`src/rtl/decode_stage_pkg.sv`:
```
// Shared types for the RV32I decode stage: decoded op enum, major opcodes
// and the entry record carried through the output FIFO.
package decode_stage_pkg;

  localparam int XLEN     = 32;
  localparam int REG_W    = 5;
  localparam int OP_WIDTH = 6;

  typedef enum logic [OP_WIDTH-1:0] {
    NOP,
    LUI, AUIPC, JAL, JALR,
    BEQ, BNE, BLT, BGE, BLTU, BGEU,
    LB, LH, LW, LBU, LHU,
    SB, SH, SW,
    ADDI, SLTI, SLTIU, XORI, ORI, ANDI, SLLI, SRLI, SRAI,
    ADD, SUB, SLL, SLT, SLTU, XOR, SRL, SRA, OR, AND
  } op_e;

  localparam logic [6:0] OPC_OP     = 7'd51;
  localparam logic [6:0] OPC_OP_IMM = 7'd19;
  localparam logic [6:0] OPC_LOAD   = 7'd3;
  localparam logic [6:0] OPC_JALR   = 7'd103;
  localparam logic [6:0] OPC_STORE  = 7'd35;
  localparam logic [6:0] OPC_BRANCH = 7'd99;
  localparam logic [6:0] OPC_JAL    = 7'd111;
  localparam logic [6:0] OPC_AUIPC  = 7'd23;
  localparam logic [6:0] OPC_LUI    = 7'd55;

  typedef struct packed {
    op_e              op;
    logic [REG_W-1:0] rs;
    logic [REG_W-1:0] rt;
    logic [REG_W-1:0] rd;
    logic [XLEN-1:0]  imm;
    logic [XLEN-1:0]  pc;
    logic             illegal;
  } entry_t;

endpackage

```
`src/rtl/decode_stage_if.sv`:
```
// Bundle of the instruction-queue, fetch, predictor and dispatcher signals
// around the decode stage; slave is the stage side, master the environment.
interface decode_stage_if
  import decode_stage_pkg::*;
#(
  parameter int ADDR_WIDTH    = 32,
  parameter int INST_WIDTH    = 32,
  parameter int REG_IDX_WIDTH = 5
);
  logic                     rdy_in;
  logic                     flush_in;
  logic                     iq_valid_in;
  logic [INST_WIDTH-1:0]    iq_inst_in;
  logic [ADDR_WIDTH-1:0]    iq_pc_in;
  logic                     iq_ready_out;
  logic                     iq_flush_out;
  logic                     if_redirect_en_out;
  logic [ADDR_WIDTH-1:0]    if_redirect_addr_out;
  logic                     bp_query_en_out;
  logic [ADDR_WIDTH-1:0]    bp_pc_out;
  logic [ADDR_WIDTH-1:0]    bp_target_out;
  logic                     dp_valid_out;
  logic                     dp_ready_in;
  op_e                      dp_op_out;
  logic [REG_IDX_WIDTH-1:0] dp_rs_out;
  logic [REG_IDX_WIDTH-1:0] dp_rt_out;
  logic [REG_IDX_WIDTH-1:0] dp_rd_out;
  logic [INST_WIDTH-1:0]    dp_imm_out;
  logic [ADDR_WIDTH-1:0]    dp_pc_out;
  logic                     dp_illegal_out;

  modport master (
    output rdy_in, flush_in, iq_valid_in, iq_inst_in, iq_pc_in, dp_ready_in,
    input  iq_ready_out, iq_flush_out, if_redirect_en_out, if_redirect_addr_out,
           bp_query_en_out, bp_pc_out, bp_target_out, dp_valid_out, dp_op_out,
           dp_rs_out, dp_rt_out, dp_rd_out, dp_imm_out, dp_pc_out, dp_illegal_out
  );

  modport slave (
    input  rdy_in, flush_in, iq_valid_in, iq_inst_in, iq_pc_in, dp_ready_in,
    output iq_ready_out, iq_flush_out, if_redirect_en_out, if_redirect_addr_out,
           bp_query_en_out, bp_pc_out, bp_target_out, dp_valid_out, dp_op_out,
           dp_rs_out, dp_rt_out, dp_rd_out, dp_imm_out, dp_pc_out, dp_illegal_out
  );

endinterface

```
`src/rtl/decode_stage_comb.sv`:
```
// Purely combinational RV32I instruction -> decoded entry translation.
// Illegal encodings collapse to a NOP entry that keeps only pc and the flag.
module decode_comb
  import decode_stage_pkg::*;
(
  input  logic [XLEN-1:0] inst,
  input  logic [XLEN-1:0] pc,
  output entry_t          entry
);

  logic [6:0]       opcode;
  logic [2:0]       f3;
  logic [6:0]       f7;
  logic [REG_W-1:0] rd, rs1, rs2;
  logic [XLEN-1:0]  imm_i, imm_s, imm_b, imm_u, imm_j, shamt;
  logic             f7_ok;
  logic             bad;

  assign opcode = inst[6:0];
  assign f3     = inst[14:12];
  assign f7     = inst[31:25];
  assign rd     = inst[11:7];
  assign rs1    = inst[19:15];
  assign rs2    = inst[24:20];
  assign f7_ok  = (f7 == 7'h00) || (f7 == 7'h20);

  assign imm_i = {{20{inst[31]}}, inst[31:20]};
  assign imm_s = {{20{inst[31]}}, inst[31:25], inst[11:7]};
  assign imm_b = {{19{inst[31]}}, inst[31], inst[7], inst[30:25], inst[11:8], 1'b0};
  assign imm_u = {inst[31:12], 12'b0};
  assign imm_j = {{11{inst[31]}}, inst[31], inst[19:12], inst[20], inst[30:21], 1'b0};
  assign shamt = {27'b0, inst[24:20]};

  always_comb begin
    bad      = 1'b0;
    entry    = '0;
    entry.pc = pc;
    case (opcode)
      OPC_LUI:   begin entry.op = LUI;   entry.rd = rd; entry.imm = imm_u; end
      OPC_AUIPC: begin entry.op = AUIPC; entry.rd = rd; entry.imm = imm_u; end
      OPC_JAL:   begin entry.op = JAL;   entry.rd = rd; entry.imm = imm_j; end
      OPC_JALR: begin
        entry.op = JALR; entry.rs = rs1; entry.rd = rd; entry.imm = imm_i;
      end
      OPC_BRANCH: begin
        entry.rs = rs1; entry.rt = rs2; entry.imm = imm_b;
        case (f3)
          3'd0:    entry.op = BEQ;
          3'd1:    entry.op = BNE;
          3'd4:    entry.op = BLT;
          3'd5:    entry.op = BGE;
          3'd6:    entry.op = BLTU;
          3'd7:    entry.op = BGEU;
          default: bad = 1'b1;
        endcase
      end
      OPC_LOAD: begin
        entry.rs = rs1; entry.rd = rd; entry.imm = imm_i;
        case (f3)
          3'd0:    entry.op = LB;
          3'd1:    entry.op = LH;
          3'd2:    entry.op = LW;
          3'd4:    entry.op = LBU;
          3'd5:    entry.op = LHU;
          default: bad = 1'b1;
        endcase
      end
      OPC_STORE: begin
        entry.rs = rs1; entry.rt = rs2; entry.imm = imm_s;
        case (f3)
          3'd0:    entry.op = SB;
          3'd1:    entry.op = SH;
          3'd2:    entry.op = SW;
          default: bad = 1'b1;
        endcase
      end
      OPC_OP_IMM: begin
        entry.rs = rs1; entry.rd = rd; entry.imm = imm_i;
        case (f3)
          3'd0: entry.op = ADDI;
          3'd2: entry.op = SLTI;
          3'd3: entry.op = SLTIU;
          3'd4: entry.op = XORI;
          3'd6: entry.op = ORI;
          3'd7: entry.op = ANDI;
          // shifts carry funct7 in the immediate field, so the imm is just shamt
          3'd1: begin entry.op = SLLI; entry.imm = shamt; bad = !f7_ok; end
          3'd5: begin
            entry.op  = (f7 == 7'h20) ? SRAI : SRLI;
            entry.imm = shamt;
            bad       = !f7_ok;
          end
        endcase
      end
      OPC_OP: begin
        entry.rs = rs1; entry.rt = rs2; entry.rd = rd;
        bad = !f7_ok;
        case (f3)
          3'd0: entry.op = (f7 == 7'h20) ? SUB : ADD;
          3'd1: entry.op = SLL;
          3'd2: entry.op = SLT;
          3'd3: entry.op = SLTU;
          3'd4: entry.op = XOR;
          3'd5: entry.op = (f7 == 7'h20) ? SRA : SRL;
          3'd6: entry.op = OR;
          3'd7: entry.op = AND;
        endcase
      end
      default: bad = 1'b1;
    endcase
    if (bad) begin
      entry         = '0;
      entry.pc      = pc;
      entry.illegal = 1'b1;
    end
  end

endmodule

```
`src/rtl/decode_stage.sv`:
```
// Registered decode stage: decoder, output FIFO, JAL redirect / branch query pulses.
// FSM: RUN = normal decode | DROP = swallow the wrong-path slot after a JAL.
module decode_stage
  import decode_stage_pkg::*;
#(
  parameter int ADDR_WIDTH    = 32,
  parameter int INST_WIDTH    = 32,
  parameter int REG_IDX_WIDTH = 5,
  parameter int BUF_DEPTH     = 2
)
(
  input logic           clk_in,
  input logic           rst_in,
  decode_stage_if.slave bus
);

  localparam int              PTR_W   = $clog2(BUF_DEPTH);
  localparam logic [PTR_W:0]  DEPTH_C = (PTR_W + 1)'(BUF_DEPTH);
  localparam logic [0:0]      ST_RUN  = 1'b0;
  localparam logic [0:0]      ST_DROP = 1'b1;

  logic [0:0]            state;
  entry_t                mem [BUF_DEPTH];
  logic [PTR_W-1:0]      wr_ptr, rd_ptr;
  logic [PTR_W:0]        count;
  entry_t                dec, head;
  logic [XLEN-1:0]       target;
  logic                  enq, deq, is_jal, is_branch, pulse_ok;
  logic                  redirect_q, query_q;
  logic [ADDR_WIDTH-1:0] redirect_addr_q, bp_pc_q, bp_target_q;

  decode_comb u_decode_comb (
    .inst  (XLEN'(bus.iq_inst_in)),
    .pc    (XLEN'(bus.iq_pc_in)),
    .entry (dec)
  );

  assign target    = dec.pc + dec.imm;
  assign is_jal    = (dec.op == JAL);
  assign is_branch = dec.op inside {BEQ, BNE, BLT, BGE, BLTU, BGEU};
  assign head      = mem[rd_ptr];

  // ready ignores dp_ready_in: a full FIFO refuses even when draining this cycle
  assign bus.iq_ready_out = bus.rdy_in && !bus.flush_in &&
                            ((state == ST_RUN && count < DEPTH_C) || state == ST_DROP);
  assign enq              = bus.iq_valid_in && bus.iq_ready_out && (state == ST_RUN);
  assign bus.dp_valid_out = bus.rdy_in && (count != '0);
  assign deq              = bus.dp_valid_out && bus.dp_ready_in;

  assign pulse_ok                 = bus.rdy_in && !bus.flush_in;
  assign bus.if_redirect_en_out   = redirect_q && pulse_ok;
  assign bus.iq_flush_out         = redirect_q && pulse_ok;
  assign bus.if_redirect_addr_out = redirect_addr_q;
  assign bus.bp_query_en_out      = query_q && pulse_ok;
  assign bus.bp_pc_out            = bp_pc_q;
  assign bus.bp_target_out        = bp_target_q;

  assign bus.dp_op_out      = head.op;
  assign bus.dp_rs_out      = REG_IDX_WIDTH'(head.rs);
  assign bus.dp_rt_out      = REG_IDX_WIDTH'(head.rt);
  assign bus.dp_rd_out      = REG_IDX_WIDTH'(head.rd);
  assign bus.dp_imm_out     = INST_WIDTH'(head.imm);
  assign bus.dp_pc_out      = ADDR_WIDTH'(head.pc);
  assign bus.dp_illegal_out = head.illegal;

  always_ff @(posedge clk_in or posedge rst_in) begin
    if (rst_in) begin
      state           <= ST_RUN;
      wr_ptr          <= '0;
      rd_ptr          <= '0;
      count           <= '0;
      redirect_q      <= 1'b0;
      query_q         <= 1'b0;
      redirect_addr_q <= '0;
      bp_pc_q         <= '0;
      bp_target_q     <= '0;
      for (int i = 0; i < BUF_DEPTH; i++) mem[i] <= '0;
    end else if (bus.rdy_in) begin
      if (bus.flush_in) begin
        state      <= ST_RUN;
        wr_ptr     <= '0;
        rd_ptr     <= '0;
        count      <= '0;
        redirect_q <= 1'b0;
        query_q    <= 1'b0;
      end else begin
        if (enq) begin
          mem[wr_ptr] <= dec;
          wr_ptr      <= wr_ptr + 1'b1;
        end
        if (deq) rd_ptr <= rd_ptr + 1'b1;
        case ({enq, deq})
          2'b10:   count <= count + 1'b1;
          2'b01:   count <= count - 1'b1;
          default: count <= count;
        endcase

        redirect_q <= enq && is_jal;
        query_q    <= enq && is_branch;
        if (enq && is_jal) redirect_addr_q <= ADDR_WIDTH'(target);
        if (enq && is_branch) begin
          bp_pc_q     <= ADDR_WIDTH'(dec.pc);
          bp_target_q <= ADDR_WIDTH'(target);
        end

        if (state == ST_DROP)      state <= ST_RUN;
        else if (enq && is_jal)    state <= ST_DROP;
      end
    end
  end

endmodule

```
`src/flat_wrapper.sv`:
```
// flat-port wrapper written by rule: the top's interface ports become plain ports
module decode_stage_flat import decode_stage_pkg::*;
#(
  parameter int ADDR_WIDTH    = 32,
  parameter int INST_WIDTH    = 32,
  parameter int REG_IDX_WIDTH = 5,
  parameter int BUF_DEPTH     = 2
)
  (clk_in, rst_in, bus_rdy_in, bus_flush_in, bus_iq_valid_in, bus_iq_inst_in, bus_iq_pc_in, bus_dp_ready_in, bus_iq_ready_out, bus_iq_flush_out, bus_if_redirect_en_out, bus_if_redirect_addr_out, bus_bp_query_en_out, bus_bp_pc_out, bus_bp_target_out, bus_dp_valid_out, bus_dp_op_out, bus_dp_rs_out, bus_dp_rt_out, bus_dp_rd_out, bus_dp_imm_out, bus_dp_pc_out, bus_dp_illegal_out);
  decode_stage_if #(.ADDR_WIDTH(ADDR_WIDTH), .INST_WIDTH(INST_WIDTH), .REG_IDX_WIDTH(REG_IDX_WIDTH)) bus_i ();
  input logic clk_in;
  input logic rst_in;
  input wire logic [$bits(bus_i.rdy_in)-1:0] bus_rdy_in;
  input wire logic [$bits(bus_i.flush_in)-1:0] bus_flush_in;
  input wire logic [$bits(bus_i.iq_valid_in)-1:0] bus_iq_valid_in;
  input wire logic [$bits(bus_i.iq_inst_in)-1:0] bus_iq_inst_in;
  input wire logic [$bits(bus_i.iq_pc_in)-1:0] bus_iq_pc_in;
  input wire logic [$bits(bus_i.dp_ready_in)-1:0] bus_dp_ready_in;
  output wire logic [$bits(bus_i.iq_ready_out)-1:0] bus_iq_ready_out;
  output wire logic [$bits(bus_i.iq_flush_out)-1:0] bus_iq_flush_out;
  output wire logic [$bits(bus_i.if_redirect_en_out)-1:0] bus_if_redirect_en_out;
  output wire logic [$bits(bus_i.if_redirect_addr_out)-1:0] bus_if_redirect_addr_out;
  output wire logic [$bits(bus_i.bp_query_en_out)-1:0] bus_bp_query_en_out;
  output wire logic [$bits(bus_i.bp_pc_out)-1:0] bus_bp_pc_out;
  output wire logic [$bits(bus_i.bp_target_out)-1:0] bus_bp_target_out;
  output wire logic [$bits(bus_i.dp_valid_out)-1:0] bus_dp_valid_out;
  output wire logic [$bits(bus_i.dp_op_out)-1:0] bus_dp_op_out;
  output wire logic [$bits(bus_i.dp_rs_out)-1:0] bus_dp_rs_out;
  output wire logic [$bits(bus_i.dp_rt_out)-1:0] bus_dp_rt_out;
  output wire logic [$bits(bus_i.dp_rd_out)-1:0] bus_dp_rd_out;
  output wire logic [$bits(bus_i.dp_imm_out)-1:0] bus_dp_imm_out;
  output wire logic [$bits(bus_i.dp_pc_out)-1:0] bus_dp_pc_out;
  output wire logic [$bits(bus_i.dp_illegal_out)-1:0] bus_dp_illegal_out;
  assign bus_i.rdy_in = bus_rdy_in;
  assign bus_i.flush_in = bus_flush_in;
  assign bus_i.iq_valid_in = bus_iq_valid_in;
  assign bus_i.iq_inst_in = bus_iq_inst_in;
  assign bus_i.iq_pc_in = bus_iq_pc_in;
  assign bus_i.dp_ready_in = bus_dp_ready_in;
  assign bus_iq_ready_out = bus_i.iq_ready_out;
  assign bus_iq_flush_out = bus_i.iq_flush_out;
  assign bus_if_redirect_en_out = bus_i.if_redirect_en_out;
  assign bus_if_redirect_addr_out = bus_i.if_redirect_addr_out;
  assign bus_bp_query_en_out = bus_i.bp_query_en_out;
  assign bus_bp_pc_out = bus_i.bp_pc_out;
  assign bus_bp_target_out = bus_i.bp_target_out;
  assign bus_dp_valid_out = bus_i.dp_valid_out;
  assign bus_dp_op_out = bus_i.dp_op_out;
  assign bus_dp_rs_out = bus_i.dp_rs_out;
  assign bus_dp_rt_out = bus_i.dp_rt_out;
  assign bus_dp_rd_out = bus_i.dp_rd_out;
  assign bus_dp_imm_out = bus_i.dp_imm_out;
  assign bus_dp_pc_out = bus_i.dp_pc_out;
  assign bus_dp_illegal_out = bus_i.dp_illegal_out;
  decode_stage #(.ADDR_WIDTH(ADDR_WIDTH), .INST_WIDTH(INST_WIDTH), .REG_IDX_WIDTH(REG_IDX_WIDTH), .BUF_DEPTH(BUF_DEPTH)) u_core (.clk_in(clk_in), .rst_in(rst_in), .bus(bus_i));
endmodule
```
`config.mk`:
```
export PLATFORM = sky130hd
export DESIGN_NAME = decode_stage_flat
export DESIGN_NICKNAME = d
export VERILOG_FILES = /design/src/rtl/decode_stage_pkg.sv /design/src/rtl/decode_stage_if.sv /design/src/rtl/decode_stage_comb.sv /design/src/rtl/decode_stage.sv /design/src/flat_wrapper.sv
export SDC_FILE = /design/constraint.sdc
export NUM_CORES = 1
export LEC_CHECK = 0
export ABC_AREA = 1
export BUFFER_PORTS_ARGS = -buffer_cell sky130_fd_sc_hd__buf_2
export CAP_MARGIN = 0
export CORE_MARGIN = 5
export CORE_UTILIZATION = 57
export CTS_CLUSTER_DIAMETER = 150
export DETAILED_ROUTE_END_ITERATION = 10
export PLACE_DENSITY_LB_ADDON = 0.25
export SYNTH_ARGS = -nofsm -noshare
export SYNTH_HDL_FRONTEND = slang
export SYNTH_SLANG_ARGS = --single-unit
export TNS_END_PERCENT = 50
```
`constraint.sdc`:
```
create_clock -name clk_in -period 12.7 [get_ports clk_in]
set_input_delay 1.905 -clock clk_in [delete_from_list [all_inputs] [get_ports clk_in]]
set_output_delay 1.905 -clock clk_in [all_outputs]
set_load 0.05 [all_outputs]
```
# ---- Word level (Yosys, flattened, before mapping)
# Index checks and enable logic that the tools add are counted.
dict set report word_totals {
  output_inout_bits 187
  reg_bits 275
  inputBits 70
}
dict set report classes {
  add_sub_neg 5
  mux 37
  eq_ne 26
  n_bitwise 4
  n_reduce_logical 39
  n_lt_le_gt_ge 4
}
# op n
set ops {}
lappend ops {{$mux W86} 5}
lappend ops {{$pmux W32 S6} 1}
lappend ops {{$bwmux W172} 1}
lappend ops {{$pmux W6 S8} 2}
lappend ops {{$demux W86 S1} 1}
lappend ops {{$pmux W6 S9} 1}
lappend ops {{$add A32 B32 Y32} 1}
lappend ops {{$mux W32} 1}
lappend ops {{$eq A7 B6 Y1 const B} 4}
lappend ops {{$pmux W4 S6} 1}
lappend ops {{$eq A7 B7 Y1 const B} 3}
lappend ops {{$pmux W4 S5} 1}
lappend ops {{$eq A6 B3 Y1 const B} 3}
lappend ops {{$eq A6 B4 Y1 const B} 3}
lappend ops {{$mux W1} 16}
lappend ops {{$mux W5} 3}
lappend ops {{$pmux W5 S3} 1}
lappend ops {{$eq A7 B5 Y1 const B} 2}
lappend ops {{$eq A3 B3 Y1 const B} 4}
lappend ops {{$logic_and A1 B1 Y1} 12}
lappend ops {{$reduce_or A6 Y1} 2}
lappend ops {{$reduce_and A3 Y1} 3}
lappend ops {{$eq A7 B2 Y1 const B} 1}
lappend ops {{$logic_not A7 Y1} 1}
lappend ops {{other kinds (28)} 42}

# ---- Longest topological paths before layout
dict set report depth {
  depth_word 11
  ltp_mapped 26
  ltp_nobuf 26
}

# ---- Cells and area by module
# Synthesis repeated with hierarchy kept, for this count alone.
dict set report unflattened {
  hier_cells 2142
  hier_area_um2 15627.5
}
# mod area_per_inst_um2 instances cells_per_inst
set modules_own_cells {}
lappend modules_own_cells {decode_stage 13708.1 1 1803}
lappend modules_own_cells {decode_comb 1919.3 1 339}

# ---- Worst setup path before layout
# Ideal clock, no wire load.
dict set report synth_timing {
  kind {input-to-output}
  from {input bus_rdy_in}
  to {output bus_iq_flush_out}
  path_slack_ns 7.655
  stages 5
  arrival_time_ns 3.140
  cell_sequence {inv_1 > nor2_1 > inv_2 > nor2_1 > buf_4}
}
dict set report synth_via {
  elab_chain_cells 2
}
# element line
set synth_rtl {}
lappend synth_rtl {{start: declaration} flat_wrapper.sv:13} ;# input wire logic [$bits(bus_i.rdy_in)-1:0] bus_rdy_in;
lappend synth_rtl {{$logic_and A1 B1 Y1} decode_stage.sv:50} ;# assign pulse_ok = bus.rdy_in && !bus.flush_in;
lappend synth_rtl {{$logic_and A1 B1 Y1} n/a}
lappend synth_rtl {{end: declaration} flat_wrapper.sv:20} ;# output wire logic [$bits(bus_i.iq_flush_out)-1:0] bus_iq_flush_out;
# No other way between the ends.

==> impl_metrics.yaml <==
run_status:
  outcome: "finished, final reports clean"
global_routing:
  overflow: 0
  antenna_found_initial: 1
  grtUsageTotal_pct: 33.3
  grt_pass1_vias: 13300
  grt_max_degree: 121
  grt_first_pass_wirelength_um: 75700
clock_network:
  holdBufCountCts: 0
  htreeDepth: 1
  clk_latency_ns: 0.55
  root_buffer: "clkbuf_16"
  cts_max_path_buffers: 3
  post_cts_resized: 0
  clk_pin_slew_ns: 0.06
  numCtsBuffers: 29
  cts_sinks: 275
  postCtsSetupRepairBufs: 0
  cts_tree: "yes"
place:
  dpl_cell_area_um2: 15900
  place_congestion: 1.02
  dp_cells: 2414
  pre_cts_slack_ns: 6.53
  hpwl_um: 35700
  io_buffers: 256
setup_path:
  worst-path-buf-inv: 5
  critPathRequiredTime_ns: 13.14
  cp_slowest_stage_delay_ns: 0.64
  critPathLaunchType: "input pin"
  crit_fanout: 22
  path_cells: "buf_2 > inv_2 > nor2_4 > nand3_4 > nand2_4 > inv_2 > nand2_1 > nand2_1 > nor2_4 > nand2_1 > inv_1 > ha_1 > inv_1 > fa_1 > o21ai_0 > a21oi_1 > o21ai_0 > nand2_1 > nand3_1 > nand2_1 > nand3_1 > nand2_1"
  worstPathArrival_ns: 6.17
  critPathSlowestCell: "o21ai_0"
  endpoint_kind: "flop"
  crit_family: "simple AND/OR/NAND/NOR gates"
  cpMostUsedCell: "nand2_1"
  crit_type: "input pin to flop"
logic_synthesis:
  synthFlopType: "dfrtp_1"
  synthTopCellsByArea: "dfrtp_1, nand2_1, o21ai_0"
  syn_avg_cell_area_um2: 7.60
  async_reset_ff_share_pct: 100
  synth.largest_area_cell: "dfrtp_1"
  synth-edff-count: 0
  yosys-top-cells-count: "nand2_1, o21ai_0, dfrtp_1, inv_1"
  synth_most_common_cell: "nand2_1"
  synth_seq_area_share_pct: 47.6
  synth.top_cell.area_share_pct: 47.6
  netlist_area_um2: 14400
  synth_cell_type_count: 48
  synth_nets: 2003
  synthCells: 1901
  synth_warnings: 0
  ys_seq_elements: 275
sta:
  hold_viol_final: 0
  fin_ws_ns: 6.97
  clock_skew_ns: 0.00560
  tightestPinTransition_ns: 1.16
  finalCriticalPeriod_ns: 5.73
  relSlewSlack_pct: 21.8
  drv_slew: 0
  fmax_mhz: 174
  fin_tns_setup_ns: 0
  grt_setup_unrepaired: "no"
  setup_viol: 0
  timing.final.crit_share_pct: 45.1
finish:
  nFillCells: 2211
  stdcell_count: 2462
  drive_above_1_share_pct: 17.3
  area_delta_synth_final_pct: 16.1
  nNetsFinal: 2217
  design_area_um2: 16800
  multi_input_area_um2: 6440
  seq_area_um2: 6890
die:
  die_y_um: 169
  dieArea_um2: 28600
  die_x_um: 169
  core_um2: 25000
  initial_core_util_pct: 57.7
  ios: 257
  rows: 58
pwr:
  p_leak_nw: 9.02
  ir_drop_uv: 149
  power_density_nw_per_um2: 136
routing:
  drc: 0
  drt-initial-drc-count: 1632
  detail_route.first_pass.iterations: 6
  routed-via-count: 14000
  wire_per_inst_um: 19.6
  wirelength_um: 48200
  drt-vias-per-instance: 5.68
  ant_nets: 0
worst_hold_path:
  hold_class: "flop to flop"
run:
  cap_violations: 0
[cells by family after synthesis]
group / Yosys count / synth area share [%]
and+or+nand+nor: 899 / 26.2
AOI/OAI and AO/OA: 394 / 14.9
buffers and inverters: 290 / 7.84
DFF: 275 / 47.6
adders and majority gates: 32 / 2.82
xor gates and xnor gates: 10 / 0.606
muxes: 1 / 0.0693
[layer usage]
metal / vias to the layer above / wire (µm) / GRT usage (%) / part of all wire, %
li1: 6508 / - / - / -
met3: 122 / 3530 / 3.82 / 7.3
met2: 661 / 22400 / 53.8 / 47
met4: 0 / 1890 / 10.7 / 3.9
met5: - / 0 / 0 / 0
met1: 6703 / 20300 / 47.6 / 42
[worst paths after layout]
path / from / endpoint / slack, ns / depth (start not counted)
max: bus_iq_inst_in[4] / u_core.bus.bp_target_out[26]$_DFFE_PP0P_ / 6.97 / 22
min: u_core.bus.if_redirect_addr_out[30]$_DFFE_PP0P_ / u_core.bus.if_redirect_addr_out[30]$_DFFE_PP0P_ / 0.48 / 2
max reg2reg: u_core.count[1]$_DFFE_PP0P_ / u_core.mem[122]$_DFFE_PP0P_ / 9.23 / 5
min reg2reg: u_core.bus.if_redirect_addr_out[30]$_DFFE_PP0P_ / u_core.bus.if_redirect_addr_out[30]$_DFFE_PP0P_ / 0.48 / 2
max in group asynchronous: rst_in / u_core.bus.bp_target_out[7]$_DFFE_PP0P_ / 9.54 / 3
min in group asynchronous: rst_in / u_core.bus.bp_pc_out[5]$_DFFE_PP0P_ / 1.49 / 2
[through the flow]
stage          util, %  hold WS [ns]  power [mW]
2_1_floorplan        -         0.449        1.34
3_3_place_gp      63.4         0.461        1.46
3_5_place_dp      63.4         0.460        1.46
4_1_cts           67.0         0.476        2.29
5_1_grt           67.0         0.486        2.37
6_report          67.0         0.476        2.28
[layout by cell type, fill, tap and decap left out, types with 6 or more instances in the layout]
cell / n
nand4_1: 15
nand2_1: 661
nor3_1: 7
o21ai_1: 13
xnor2_1: 6
buf_4: 9
a21oi_2: 9
o21ai_2: 8
inv_1: 197
nor2_4: 6
o22ai_1: 8
ha_1: 31
a21oi_1: 42
nor2_1: 88
clkbuf_16: 29
buf_2: 256
nand3_1: 88
dfrtp_1: 274
nor3_2: 7
inv_2: 7
clkbuf_1: 10
or2_2: 7
o21ai_0: 289
[tightest hold or removal path, stage by stage (launching register included)]
cell     delay, ns
dfrtp_1       0.34
nand2_1       0.05
nand2_1       0.06
[where the power goes]
part	switching, mW	internal, mW
clock	0.340	0.488
sequential	0.0432	0.957
combinational	0.352	0.0975
[layout make-up]
cell class / count / area share (%)
Clock inverter: 6 / 0.641
Inverter: 208 / 4.72
Timing Repair Buffer: 265 / 8.04
Antenna cell: 1 / 0.0149
Multi-Input combinational cell: 1336 / 38.4
Sequential cell: 275 / 41.0
Clock buffer: 41 / 4.71
Tap cell: 330 / 2.46
[sequential cells by signal, indices dropped and copies added, names as in the netlist]
signal,cells
u_core.count,2
u_core.query_q,1
u_core.rd_ptr,1
u_core.bus.bp_pc_out,32
u_core.wr_ptr,1
u_core.bus.if_redirect_addr_out,32
u_core.redirect_q,1
u_core.bus.bp_target_out,32
u_core.mem,172
u_core.state,1
No activity file was read; power rests on OpenSTA's default activity.
